==> config.mk <==
export PLATFORM = sky130hd
export DESIGN_NAME = biu_arb_n_flat
export DESIGN_NICKNAME = d
export VERILOG_FILES = /design/src/rtl/biu_arb_n_if.sv /design/src/rtl/biu_arb_n.sv /design/src/flat_wrapper.sv
export SDC_FILE = /design/constraint.sdc
export NUM_CORES = 1
export LEC_CHECK = 0
export CAP_MARGIN = 20
export CORE_MARGIN = 3
export CORE_UTILIZATION = 36
export DETAILED_ROUTE_END_ITERATION = 8
export HOLD_SLACK_MARGIN = 0.15
export PLACE_DENSITY_LB_ADDON = 0.3
export RECOVER_POWER = 100
export SKIP_LAST_GASP = 1
export SYNTH_ARGS = -nofsm -noshare
export SYNTH_HDL_FRONTEND = slang
export SYNTH_SLANG_ARGS = --single-unit
==> constraint.sdc <==
create_clock -name clk -period 1.9 [get_ports clk]
set_input_delay 0.38 -clock clk [delete_from_list [all_inputs] [get_ports clk]]
set_output_delay 0.38 -clock clk [all_outputs]
set_load 0.03 [all_outputs]
==> src/rtl/biu_arb_n_if.sv <==
// biu_arb_n_if: requestor/pj-bus signal bundle for the biu_arb_n arbiter.
// The master modport is the arbiter's view; the slave modport is the view of
// whatever sits around it (cache units plus external pj bus, or a bench).
// When BIU_ARB_TIMEOUT_EN is defined the bundle also carries timeout_err.
interface biu_arb_n_if #(
    parameter int NUM_REQ = 2,
    parameter int TYPE_W  = 4,
    parameter int SIZE_W  = 2,
    parameter int BEAT_W  = 3
);
    // Requestor side
    logic [NUM_REQ-1:0]        req;
    logic [NUM_REQ*TYPE_W-1:0] req_type;
    logic [NUM_REQ*SIZE_W-1:0] req_size;
    logic [NUM_REQ*BEAT_W-1:0] req_beats;
    logic [NUM_REQ-1:0]        grant;
    logic [NUM_REQ*2-1:0]      req_ack;

    // External pj bus side
    logic [1:0]                pj_ack;
    logic                      pj_tv;
    logic [TYPE_W-1:0]         pj_type;
    logic [SIZE_W-1:0]         pj_size;
    logic                      pj_ale;

    // Status
    logic                      busy;
`ifdef BIU_ARB_TIMEOUT_EN
    logic                      timeout_err;
`endif

`ifdef BIU_ARB_TIMEOUT_EN
    modport master (
        input  req, req_type, req_size, req_beats, pj_ack,
        output pj_tv, pj_type, pj_size, pj_ale, grant, req_ack, busy, timeout_err
    );
    modport slave (
        output req, req_type, req_size, req_beats, pj_ack,
        input  pj_tv, pj_type, pj_size, pj_ale, grant, req_ack, busy, timeout_err
    );
`else
    modport master (
        input  req, req_type, req_size, req_beats, pj_ack,
        output pj_tv, pj_type, pj_size, pj_ale, grant, req_ack, busy
    );
    modport slave (
        output req, req_type, req_size, req_beats, pj_ack,
        input  pj_tv, pj_type, pj_size, pj_ale, grant, req_ack, busy
    );
`endif
endinterface

==> src/rtl/biu_arb_n.sv <==
// biu_arb_n: N-requestor round-robin arbiter and transaction sequencer for
// the picoJava memory port. A winner is chosen combinationally while IDLE so
// pj_tv can launch in the same cycle a request appears; grant/type/size and
// the beat count are then latched and held until the last (or an error) ack.
// Optional feature macro: BIU_ARB_TIMEOUT_EN adds a watchdog that aborts a
// transaction with a synthetic error ack after TIMEOUT ack-less cycles and
// pulses timeout_err.
module biu_arb_n #(
    parameter int NUM_REQ = 2,
    parameter int TYPE_W  = 4,
    parameter int SIZE_W  = 2,
    parameter int BEAT_W  = 3,
    parameter int TIMEOUT = 255
) (
    input  logic        clk,
    input  logic        reset,
    biu_arb_n_if.master bus
);

    localparam int PTR_W = $clog2(NUM_REQ);

    if (NUM_REQ < 2 || NUM_REQ > 8 || TIMEOUT < 1) begin : g_cfg_check
        $error("biu_arb_n: NUM_REQ must be 2..8 and TIMEOUT must be >= 1");
    end

    typedef enum logic [2:0] {
        IDLE       = 3'b001,
        REQ_ACTIVE = 3'b010,
        DATA       = 3'b100
    } state_t;

    state_t              state_q, state_d;
    logic [PTR_W-1:0]    rr_q, rr_d;
    logic [BEAT_W-1:0]   cnt_q, cnt_d;
    logic [NUM_REQ-1:0]  grant_q, grant_d;
    logic [TYPE_W-1:0]   type_q, type_d;
    logic [SIZE_W-1:0]   size_q, size_d;

    logic [PTR_W-1:0]    win;
    logic [NUM_REQ-1:0]  win_oh;
    logic                any_req;
    logic [BEAT_W-1:0]   win_beats;
    logic                ack_err;
    logic                ack_ok;
    logic                tmo_fire;

    logic                tv_w;
    logic                ale_w;
    logic [TYPE_W-1:0]   ptype_w;
    logic [SIZE_W-1:0]   psize_w;
    logic [NUM_REQ-1:0]  grant_w;
    logic [NUM_REQ*2-1:0] rack_w;
    logic                busy_w;
    logic [1:0]          ack_route;

`ifdef BIU_ARB_TIMEOUT_EN
    localparam int TMO_W = $clog2(TIMEOUT + 1);
    logic [TMO_W-1:0]    tmo_q, tmo_d;
`endif

    // First requestor found scanning upward from the rr pointer, with wrap.
    function automatic logic [PTR_W-1:0] pick_winner(
        input logic [NUM_REQ-1:0] r,
        input logic [PTR_W-1:0]   ptr
    );
        logic [PTR_W-1:0] w;
        logic             found;
        int               idx;
        w     = '0;
        found = 1'b0;
        for (int k = 0; k < NUM_REQ; k++) begin
            idx = (int'(ptr) + k) % NUM_REQ;
            if (!found && r[PTR_W'(idx)]) begin
                w     = PTR_W'(idx);
                found = 1'b1;
            end
        end
        return w;
    endfunction

    // Arbitration and ack decode shared by the next-state and output logic.
    always_comb begin
        any_req   = |bus.req;
        win       = pick_winner(bus.req, rr_q);
        win_oh    = NUM_REQ'(1) << win;
        win_beats = bus.req_beats[win*BEAT_W +: BEAT_W];
        if (win_beats == '0) begin
            win_beats = BEAT_W'(1);
        end
        ack_err   = bus.pj_ack[1];
        ack_ok    = bus.pj_ack[0] & ~bus.pj_ack[1];
`ifdef BIU_ARB_TIMEOUT_EN
        tmo_fire  = (state_q != IDLE) && (bus.pj_ack == 2'b00) &&
                    (tmo_q == TMO_W'(TIMEOUT - 1));
`else
        tmo_fire  = 1'b0;
`endif
    end

    // Next-state logic: launch from IDLE, count beats, leave on last/error ack.
    always_comb begin
        state_d = state_q;
        rr_d    = rr_q;
        cnt_d   = cnt_q;
        grant_d = grant_q;
        type_d  = type_q;
        size_d  = size_q;
        case (state_q)
            IDLE: begin
                if (any_req) begin
                    state_d = REQ_ACTIVE;
                    grant_d = win_oh;
                    type_d  = bus.req_type[win*TYPE_W +: TYPE_W];
                    size_d  = bus.req_size[win*SIZE_W +: SIZE_W];
                    cnt_d   = win_beats;
                    rr_d    = (win == PTR_W'(NUM_REQ - 1)) ? '0 : win + 1'b1;
                end
            end
            REQ_ACTIVE, DATA: begin
                if (tmo_fire || ack_err) begin
                    state_d = IDLE;
                end else if (ack_ok) begin
                    if (cnt_q == BEAT_W'(1)) begin
                        state_d = IDLE;
                    end else begin
                        state_d = DATA;
                        cnt_d   = cnt_q - 1'b1;
                    end
                end
            end
            default: state_d = IDLE;
        endcase
    end

`ifdef BIU_ARB_TIMEOUT_EN
    // Watchdog counts ack-less cycles; cleared on entry and on any ack.
    always_comb begin
        if (state_q == IDLE || bus.pj_ack != 2'b00 || tmo_fire) begin
            tmo_d = '0;
        end else begin
            tmo_d = tmo_q + 1'b1;
        end
    end
`endif

    // State and latched transaction registers.
    always_ff @(posedge clk) begin
        if (reset) begin
            state_q <= IDLE;
            rr_q    <= '0;
            cnt_q   <= '0;
            grant_q <= '0;
            type_q  <= '0;
            size_q  <= '0;
`ifdef BIU_ARB_TIMEOUT_EN
            tmo_q   <= '0;
`endif
        end else begin
            state_q <= state_d;
            rr_q    <= rr_d;
            cnt_q   <= cnt_d;
            grant_q <= grant_d;
            type_q  <= type_d;
            size_q  <= size_d;
`ifdef BIU_ARB_TIMEOUT_EN
            tmo_q   <= tmo_d;
`endif
        end
    end

    // Bus outputs: live mux while IDLE, latched values once a transaction runs;
    // reset masks everything to the quiet bus state.
    always_comb begin
        tv_w      = 1'b0;
        ale_w     = 1'b1;
        ptype_w   = '0;
        psize_w   = '0;
        grant_w   = '0;
        rack_w    = '0;
        busy_w    = 1'b0;
        ack_route = tmo_fire ? 2'b10 : bus.pj_ack;
        if (!reset) begin
            case (state_q)
                IDLE: begin
                    tv_w  = any_req;
                    ale_w = ~any_req;
                    if (any_req) begin
                        grant_w = win_oh;
                        ptype_w = bus.req_type[win*TYPE_W +: TYPE_W];
                        psize_w = bus.req_size[win*SIZE_W +: SIZE_W];
                    end
                end
                REQ_ACTIVE, DATA: begin
                    tv_w    = (state_q == REQ_ACTIVE);
                    grant_w = grant_q;
                    ptype_w = type_q;
                    psize_w = size_q;
                    busy_w  = 1'b1;
                    for (int i = 0; i < NUM_REQ; i++) begin
                        rack_w[2*i +: 2] = grant_q[i] ? ack_route : 2'b00;
                    end
                end
                default: begin
                    tv_w = 1'b0;
                end
            endcase
        end
    end

    assign bus.pj_tv   = tv_w;
    assign bus.pj_ale  = ale_w;
    assign bus.pj_type = ptype_w;
    assign bus.pj_size = psize_w;
    assign bus.grant   = grant_w;
    assign bus.req_ack = rack_w;
    assign bus.busy    = busy_w;
`ifdef BIU_ARB_TIMEOUT_EN
    assign bus.timeout_err = tmo_fire && !reset;
`endif

endmodule

==> src/flat_wrapper.sv <==
// flat-port wrapper written by rule: the top's interface ports become plain ports
module biu_arb_n_flat 
#(
    parameter int NUM_REQ = 2,
    parameter int TYPE_W  = 4,
    parameter int SIZE_W  = 2,
    parameter int BEAT_W  = 3,
    parameter int TIMEOUT = 255
)
  (clk, reset, bus_req, bus_req_type, bus_req_size, bus_req_beats, bus_pj_ack, bus_pj_tv, bus_pj_type, bus_pj_size, bus_pj_ale, bus_grant, bus_req_ack, bus_busy);
  biu_arb_n_if #(.NUM_REQ(NUM_REQ), .TYPE_W(TYPE_W), .SIZE_W(SIZE_W), .BEAT_W(BEAT_W)) bus_i ();
  input  logic clk;
  input  logic reset;
  input wire logic [$bits(bus_i.req)-1:0] bus_req;
  input wire logic [$bits(bus_i.req_type)-1:0] bus_req_type;
  input wire logic [$bits(bus_i.req_size)-1:0] bus_req_size;
  input wire logic [$bits(bus_i.req_beats)-1:0] bus_req_beats;
  input wire logic [$bits(bus_i.pj_ack)-1:0] bus_pj_ack;
  output wire logic [$bits(bus_i.pj_tv)-1:0] bus_pj_tv;
  output wire logic [$bits(bus_i.pj_type)-1:0] bus_pj_type;
  output wire logic [$bits(bus_i.pj_size)-1:0] bus_pj_size;
  output wire logic [$bits(bus_i.pj_ale)-1:0] bus_pj_ale;
  output wire logic [$bits(bus_i.grant)-1:0] bus_grant;
  output wire logic [$bits(bus_i.req_ack)-1:0] bus_req_ack;
  output wire logic [$bits(bus_i.busy)-1:0] bus_busy;
  assign bus_i.req = bus_req;
  assign bus_i.req_type = bus_req_type;
  assign bus_i.req_size = bus_req_size;
  assign bus_i.req_beats = bus_req_beats;
  assign bus_i.pj_ack = bus_pj_ack;
  assign bus_pj_tv = bus_i.pj_tv;
  assign bus_pj_type = bus_i.pj_type;
  assign bus_pj_size = bus_i.pj_size;
  assign bus_pj_ale = bus_i.pj_ale;
  assign bus_grant = bus_i.grant;
  assign bus_req_ack = bus_i.req_ack;
  assign bus_busy = bus_i.busy;
  biu_arb_n #(.NUM_REQ(NUM_REQ), .TYPE_W(TYPE_W), .SIZE_W(SIZE_W), .BEAT_W(BEAT_W), .TIMEOUT(TIMEOUT)) u_core (.clk(clk), .reset(reset), .bus(bus_i));
endmodule
==> summary.txt, run 1 <==
Hold path
  • Endpoint, Worst Hold: u_core.type_q[2]
  • Worst min-delay path class: reg -> reg
  • Hold Path Stages: 2
  • Min-delay src: u_core.type_q[2]

Floorplan
  • Site row count: 17
  • IO Count: 39
  • Die width: 55.04 um
  • Die Y: 55.04 um
  • Die area: 3029 um2
  • Initial Util: 38.40%
  • Placeable Area: 2255 um2

Critical path
  • FF-to-FF End: u_core.rr_q
  • Setup crit end kind: output port
  • Flop2flop setup slack: roughly 0.04 ns
  • CP Max Fanout: 3
  • Worst Path Required: between 1.5 and 2 ns
  • Crit path kind: reg -> out
  • Reg2reg path depth: 6
  • Reg2reg start: u_core.state_q[0]
  • WP data arrival: 1.82 ns
  • Crit start category: flip-flop

Synth
  • Synth Area in Adders: 2.890%
  • Synth Instances: 114
  • Synth cell types: 33
  • Ys flop type: dfxtp_1
  • Synth Area in Compound Gates: 27.17%
  • XOR/XNOR Fraction of Synth Area: 1.012%
  • Largest family of logic cells by synthesized area: simple AND/OR/NAND/NOR gates
  • Post-synth design cell area: 865.8 um2
  • Seq/Total Area, Yosys: around a third
  • Yosys reg bits: 14
  • Mux share of post-synthesis cell area: 4.769%
  • Synth async-reset ratio: 0%
  • Mean post-synth cell area: around 7.6 um2
  • Yosys warnings: 0
  • Post-synth EDFFs: 0
  • Synth Area in Simple Gates: around 28%
  • Syn Nets: 140

Clock tree
  • CTS HTree Levels: 1
  • Clock Path Buffers: 2
  • Insertion delay to the later sink of the worst-skew pair: 0.28 ns
  • CTS tree: done
  • Hold_buf cts: 0
  • Clk sinks: 14
  • Worst-path clk slew: 0.09 ns
  • Clock Tree Root: clkbuf_4
  • Total CTS buffers: 3

Routing
  • Average wire per standard cell: roughly 15 um
  • Pre-Repair DR Iteration Count: 4
  • Via count: about 1.1k
  • Via density: 5.271
  • Routed Antenna Nets: 0
  • Total Wirelength: 3135 um
  • Drt drc: 0
  • DR iter-0 viols: 15

Timing
  • Final-report setup violation count: 14
  • Setup TNS: -2.999 ns
  • Period utilization: 115.6%
  • Slew headroom: 57.34%
  • Fin. max-slew vios: 0
  • Minimum clock period: ~2.2 ns
  • RSZ-0062 raised after global routing: true
  • PnR worst setup slack: -0.2972 ns
  • FMAX: 0.4551 GHz
  • Worst clock skew: 0.006028 ns
  • Final hold vios: 0
  • Worst Max-Slew Pin Slew: between 0.6 and 0.7 ns

GRT
  • First-pass GRT wire length: 4457 um
  • Total track usage: between 20% and 30%
  • Met2 Use GR: approximately 37%
  • Maximum number of pins on one net before global-route repair: 18
  • Total gr overflow: 0
  • GR Util met1: between 20 and 25%
  • Antenna violations before repair: 0
  • Vias in the first global route: 979
  • Global route hottest layer: met2
  • M3 GR Usage: between 4 and 5%

Outcome
  • Failing checks: setup timing
  • Status: complete, but fails checks

Cells and area
  • Most frequent cells in the layout: clkdlybuf4s50_1, buf_6, buf_4, nand2_1, dfxtp_1
  • Layout Cells excl Fill: 203
  • NumNets Final: between 200 and 250
  • Most common cell after layout, fill and taps aside: clkdlybuf4s50_1
  • Layout cell share with drive strength beyond 1: a little over two fifths
  • Diodes inserted: 0
  • Syn-to-layout area delta: 97.40%

Power
  • Max VDD drop: roughly 0.49 mV
  • PnR Total Power: 1.027 mW
  • Leakage: 0.6781 nW
  • Power Density: around 600 nW/um2

Job
  • Max Cap Viol: 0

Placed design
  • Port Buf Inserts: 38
  • GP Congestion: 0.7483
  • Post-DP HPWL: 2141 um
  • DP Cell Count: 192
[cells in the mapped netlist (2+ instances only)]
| cell | count | share of area, % |
|---|---|---|
| nor2b_1 | 2 | 1.4 |
| nand2b_1 | 4 | 2.9 |
| nor3_1 | 3 | 1.7 |
| nor2_1 | 11 | 4.8 |
| a211oi_1 | 2 | 1.7 |
| a21oi_1 | 17 | 9.8 |
| inv_1 | 3 | 1.3 |
| a22oi_1 | 6 | 5.2 |
| a21o_1 | 2 | 1.7 |
| nand2_1 | 14 | 6.1 |
| clkbuf_1 | 6 | 2.6 |
| a21oi_2 | 2 | 2.0 |
| mux2i_1 | 3 | 3.5 |
| dfxtp_1 | 14 | 32 |
| and3_1 | 4 | 2.9 |
| ha_1 | 2 | 2.9 |
| nand3_1 | 2 | 1.2 |
| nor3b_1 | 2 | 1.7 |
[worst max-delay path by stage]
| stage | startpoint | end | slack [ns] | cells after the start |
|---|---|---|---|---|
| 3_3_place_gp | bus_req[0] | bus_pj_ale | -0.34 | 4 |
| 3_5_place_dp | bus_req[1] | bus_pj_ale | -0.33 | 4 |
| 2_1_floorplan | reset | bus_pj_tv | 0.01 | 3 |
| 6_report | u_core.state_q[2] | bus_pj_type[0] | -0.30 | 7 |
| 4_1_cts | u_core.state_q[2] | bus_pj_type[2] | -0.36 | 6 |
| 5_1_grt | u_core.state_q[2] | bus_pj_type[0] | -0.39 | 6 |
[per-layer routing]
metal	wire length [um]	vias up
met5	0	-
met4	14	0
met3	131	2
met2	1722	31
met1	1266	506
li1	-	531
[registers in the layout, summed over array words and instances, names as in the netlist]
signal          flops
u_core.type_q       4
u_core.cnt_q        3
u_core.state_q      3
u_core.size_q       2
u_core.grant_q      1
u_core.rr_q         1
[report_power, final]
part	total, mW	internal, mW	switching (mW)
clock	0.222	0.117	0.105
sequential	0.344	0.324	0.0192
combinational	0.461	0.232	0.229
total	1.03	0.673	0.353
[final cells by class]
cell class,count,area [um2]
clock buffer,4,36.28
tap,28,35.03
timing repair buffer,63,604.3
sequential,14,284.0
fill,156,545.5
inverter,3,11.26
multi-input combinational,91,738.2
[repair_timing]
| item | CTS | global route |
|---|---|---|
| pin swaps | 14 | 11 |
| setup buffers | 3 | 4 |
| resized for setup | 28 | 13 |
| setup endpoints to repair | 15 | 17 |
[worst max-delay path: stages, from the launching register on]
cell and delay [ns]:
dfxtp_2 0.33, or3b_4 0.39, buf_6 0.14, a21oi_4 0.12
buf_4 0.14, a22oi_2 0.10, a21oi_4 0.17, buf_6 0.14
[cell families after synthesis]
family | after synthesis
xor gates and xnor gates | 1
AOI/OAI and AO/OA | 36
adders and majority gates | 2
buffers and inverters | 9
muxes | 4
DFF | 14
and+or+nand+nor | 48
[metrics by stage]
stage                     utilization, %  area [um2]  hold WS (ns)  setup WS (ns)
final                              75.80        1709        0.4625        -0.2972
after global routing               75.80        1709        0.4784        -0.3871
after CTS                          73.75        1663        0.4637        -0.3630
after detailed placement           66.20        1493        0.4499        -0.3286
after global placement             66.20        1493        0.4424        -0.3399
after floorplan                        -        1002        0.4366        0.01062
(Power assumes the default switching activity.)
==> inputs of run 2 (changes only) <==
--- a/config.mk
+++ b/config.mk
@@ -8,6 +8,7 @@
 export CAP_MARGIN = 20
 export CORE_MARGIN = 3
 export CORE_UTILIZATION = 36
+export CTS_CLUSTER_SIZE = 25
 export DETAILED_ROUTE_END_ITERATION = 8
 export HOLD_SLACK_MARGIN = 0.15
 export PLACE_DENSITY_LB_ADDON = 0.3
==> constraint.sdc (replaced) <==
create_clock -name clk -period 2.2 [get_ports clk]
set_input_delay 0.44 -clock clk [delete_from_list [all_inputs] [get_ports clk]]
set_output_delay 0.44 -clock clk [all_outputs]
set_load 0.03 [all_outputs]
==> run 2 against run 1 <==
The flow still finishes with violations (setup timing). Via count rose by 3.0%. Highest routed layer unchanged. Non-clock buffer count is 7 higher. Clock power down 15%. Total power decreased by 16%. Clock-buffer cell count unchanged. Global-route usage up 0.43 points. Combinational power is 18% lower. Sequential power down 13%. Routed wire length down 0.70%. Cell area fell by 3.0%. Die area stayed put. Critical path type unchanged.
==> summary.txt, run 2 (synthesis gave the netlist of run 1 again) <==
Routing
  • Drt drc: 0
  • Routed Antenna Nets: 0
  • Total Wirelength: 3113 um
  • Via density: 5.248
  • Via count: 1102
  • DR iter-0 viols: 28
  • Average wire per standard cell: 14.82 um
  • Pre-Repair DR Iteration Count: 4

Timing
  • Final-report setup violation count: 8
  • Hold slack: 0.4695 ns
  • Slew headroom: 80.37%
  • Period utilization: 106.0%
  • PnR worst setup slack: -0.1318 ns
  • FMAX: ~0.43 GHz
  • Worst Max-Slew Pin Slew: 0.2938 ns
  • Worst clock skew: 0.0005019 ns
  • Minimum clock period: 2.332 ns
  • RSZ-0062 raised after global routing: true
  • Setup TNS: -0.7741 ns
  • Final hold vios: 0
  • Fin. max-slew vios: 0

Clock tree
  • Insertion delay to the later sink of the worst-skew pair: 0.28 ns
  • Worst-path clk slew: 0.09 ns
  • Clock Tree Root: clkbuf_4
  • Clk sinks: 14
  • CTS tree: done
  • Clock Path Buffers: 2
  • CTS HTree Levels: 1
  • Total CTS buffers: 3
  • Hold_buf cts: 0

Cells and area
  • Layout cell share with drive strength beyond 1: 43.41%
  • Most frequent cells in the layout: buf_4, clkdlybuf4s50_1, nand2_1, buf_6, dfxtp_1
  • Syn-to-layout area delta: 91.47%
  • Largest register FFs: 4
  • Top Registers: u_core.type_q: 4 flops, u_core.cnt_q: 3 flops, u_core.state_q: 3 flops
  • Most common cell after layout, fill and taps aside: buf_4
  • Area of the multi-input gates: 660.6 um2
  • Largest reg by FF count: u_core.type_q
  • NumNets Final: 209
  • FF/Latch Area: roughly 280 um2
  • Fill cells: 172
  • Final Core Density: 73.53%
  • Diodes inserted: 0

Floorplan
  • Die area: roughly 3000 um2
  • Site row count: 17
  • Die Y: 55.04 um
  • Placeable Area: 2255 um2
  • Initial Util: 38.40%
  • IO Count: 39
  • Die width: 55.04 um

Critical path
  • Worst path slowest cell: or3b_4
  • Reg2reg path depth: 6
  • Max incr delay on CP: approximately 0.40 ns
  • Crit start category: flip-flop
  • Crit path kind: reg -> out
  • FF-to-FF End: u_core.cnt_q[0]
  • Setup crit end kind: output port
  • Reg2reg start: u_core.state_q[2]
  • Worst Path Required: 1.76 ns
  • Flop2flop setup slack: 0.31 ns
  • Top cell by count, worst path: buf_6
  • CP top delay family: compound AO/OA/AOI/OAI gates
  • Cell Chain, Critical Path: or3b_4 > buf_6 > a21oi_4 > a22oi_2 > a21oi_2 > buf_6
  • WP data arrival: ~1.9 ns
  • CP Launch Point: u_core.state_q[2]
  • Crit path buffers/inverters: 2
  • CP Max Fanout: 7

Placed design
  • GP Congestion: 0.8166
  • Post-DP HPWL: 2141 um
  • Dpl ws: -0.1580 ns
  • Port Buf Inserts: 38

Outcome
  • Status: complete, but fails checks
  • Failing checks: setup timing

Power
  • Leakage: 0.6948 nW
  • PnR Total Power: 0.8674 mW
  • Power Density: between 500 and 600 nW/um2
  • Max VDD drop: around 0.38 mV

Hold path
  • Endpoint, Worst Hold: u_core.size_q[0]
  • Hold Path Stages: 2
  • Worst min-delay path class: reg -> reg
  • Min-delay src: u_core.size_q[0]

Job
  • Max Cap Viol: 0

GRT
  • Vias in the first global route: 1059
  • First-pass GRT wire length: around 4700 um
  • Antenna violations before repair: 0
  • Maximum number of pins on one net before global-route repair: 18
  • Total gr overflow: 0
  • Total track usage: 21.34%
run 2: changes by cell type in the layout (fill, tap and decap cells not counted), moves of 2 or more:
cell     before  now
and3_4        4    2
buf_4        18   31
a21oi_2       2    8
nor2_1        8   10
buf_6        20   14
a21oi_4       7    1
and3_1        0    2
nor2_4        4    1
run 2: area by class of cell:
class,count,share of cell area [%]
inverter,3,0.6792
clock buffer,4,2.189
sequential,14,17.13
timing repair buffer,70,38.04
multi-input combinational,91,39.85
tap,28,2.113
run 2: worst max-delay path by stage:
stage	endpoint	slack, ns	cells past startpoint
after CTS	bus_pj_type[0]	-0.12	6
final	bus_pj_size[1]	-0.13	6
after global placement	bus_pj_ale	-0.14	4
after global routing	bus_pj_size[1]	-0.23	6
after detailed placement	bus_pj_type[0]	-0.16	7
after floorplan	bus_pj_size[0]	-0.01	5
run 2: worst reg2reg max path, stage by stage, from the launching register on:
cell and delay [ns]:
dfxtp_2 0.33, buf_4 0.15, xnor2_2 0.13, buf_4 0.15, or4_4 0.55, and2_1 0.19, o31a_1 0.29
run 2: layer usage:
metal / part of all wire (%) / wire, um / up-vias / GRT usage [%]
met5: 0 / 0 / - / 0
met4: 0.51 / 16 / 0 / 7.287
met3: 4.9 / 154 / 2 / 3.217
met2: 51 / 1602 / 31 / 39.17
met1: 43 / 1340 / 525 / 24.92
li1: - / - / 544 / -
run 2: metrics by stage:
step                instances  area (um2)
floorplan                 114       890.9
finish                    210        1658
detailed placement        196        1414
CTS                       204        1567
global placement          196        1414
global route              210        1658
run 2: repair_timing:
item | CTS | global route
resized for setup | 21 | 17
setup endpoints to repair | 11 | 13
pin swaps | 7 | 11
buffers inserted | 4 | 6
run 2: report_power, final:
| part | switching, mW | internal, mW |
|---|---|---|
| clock | 0.0879 | 0.101 |
| sequential | 0.0204 | 0.280 |
| combinational | 0.177 | 0.201 |
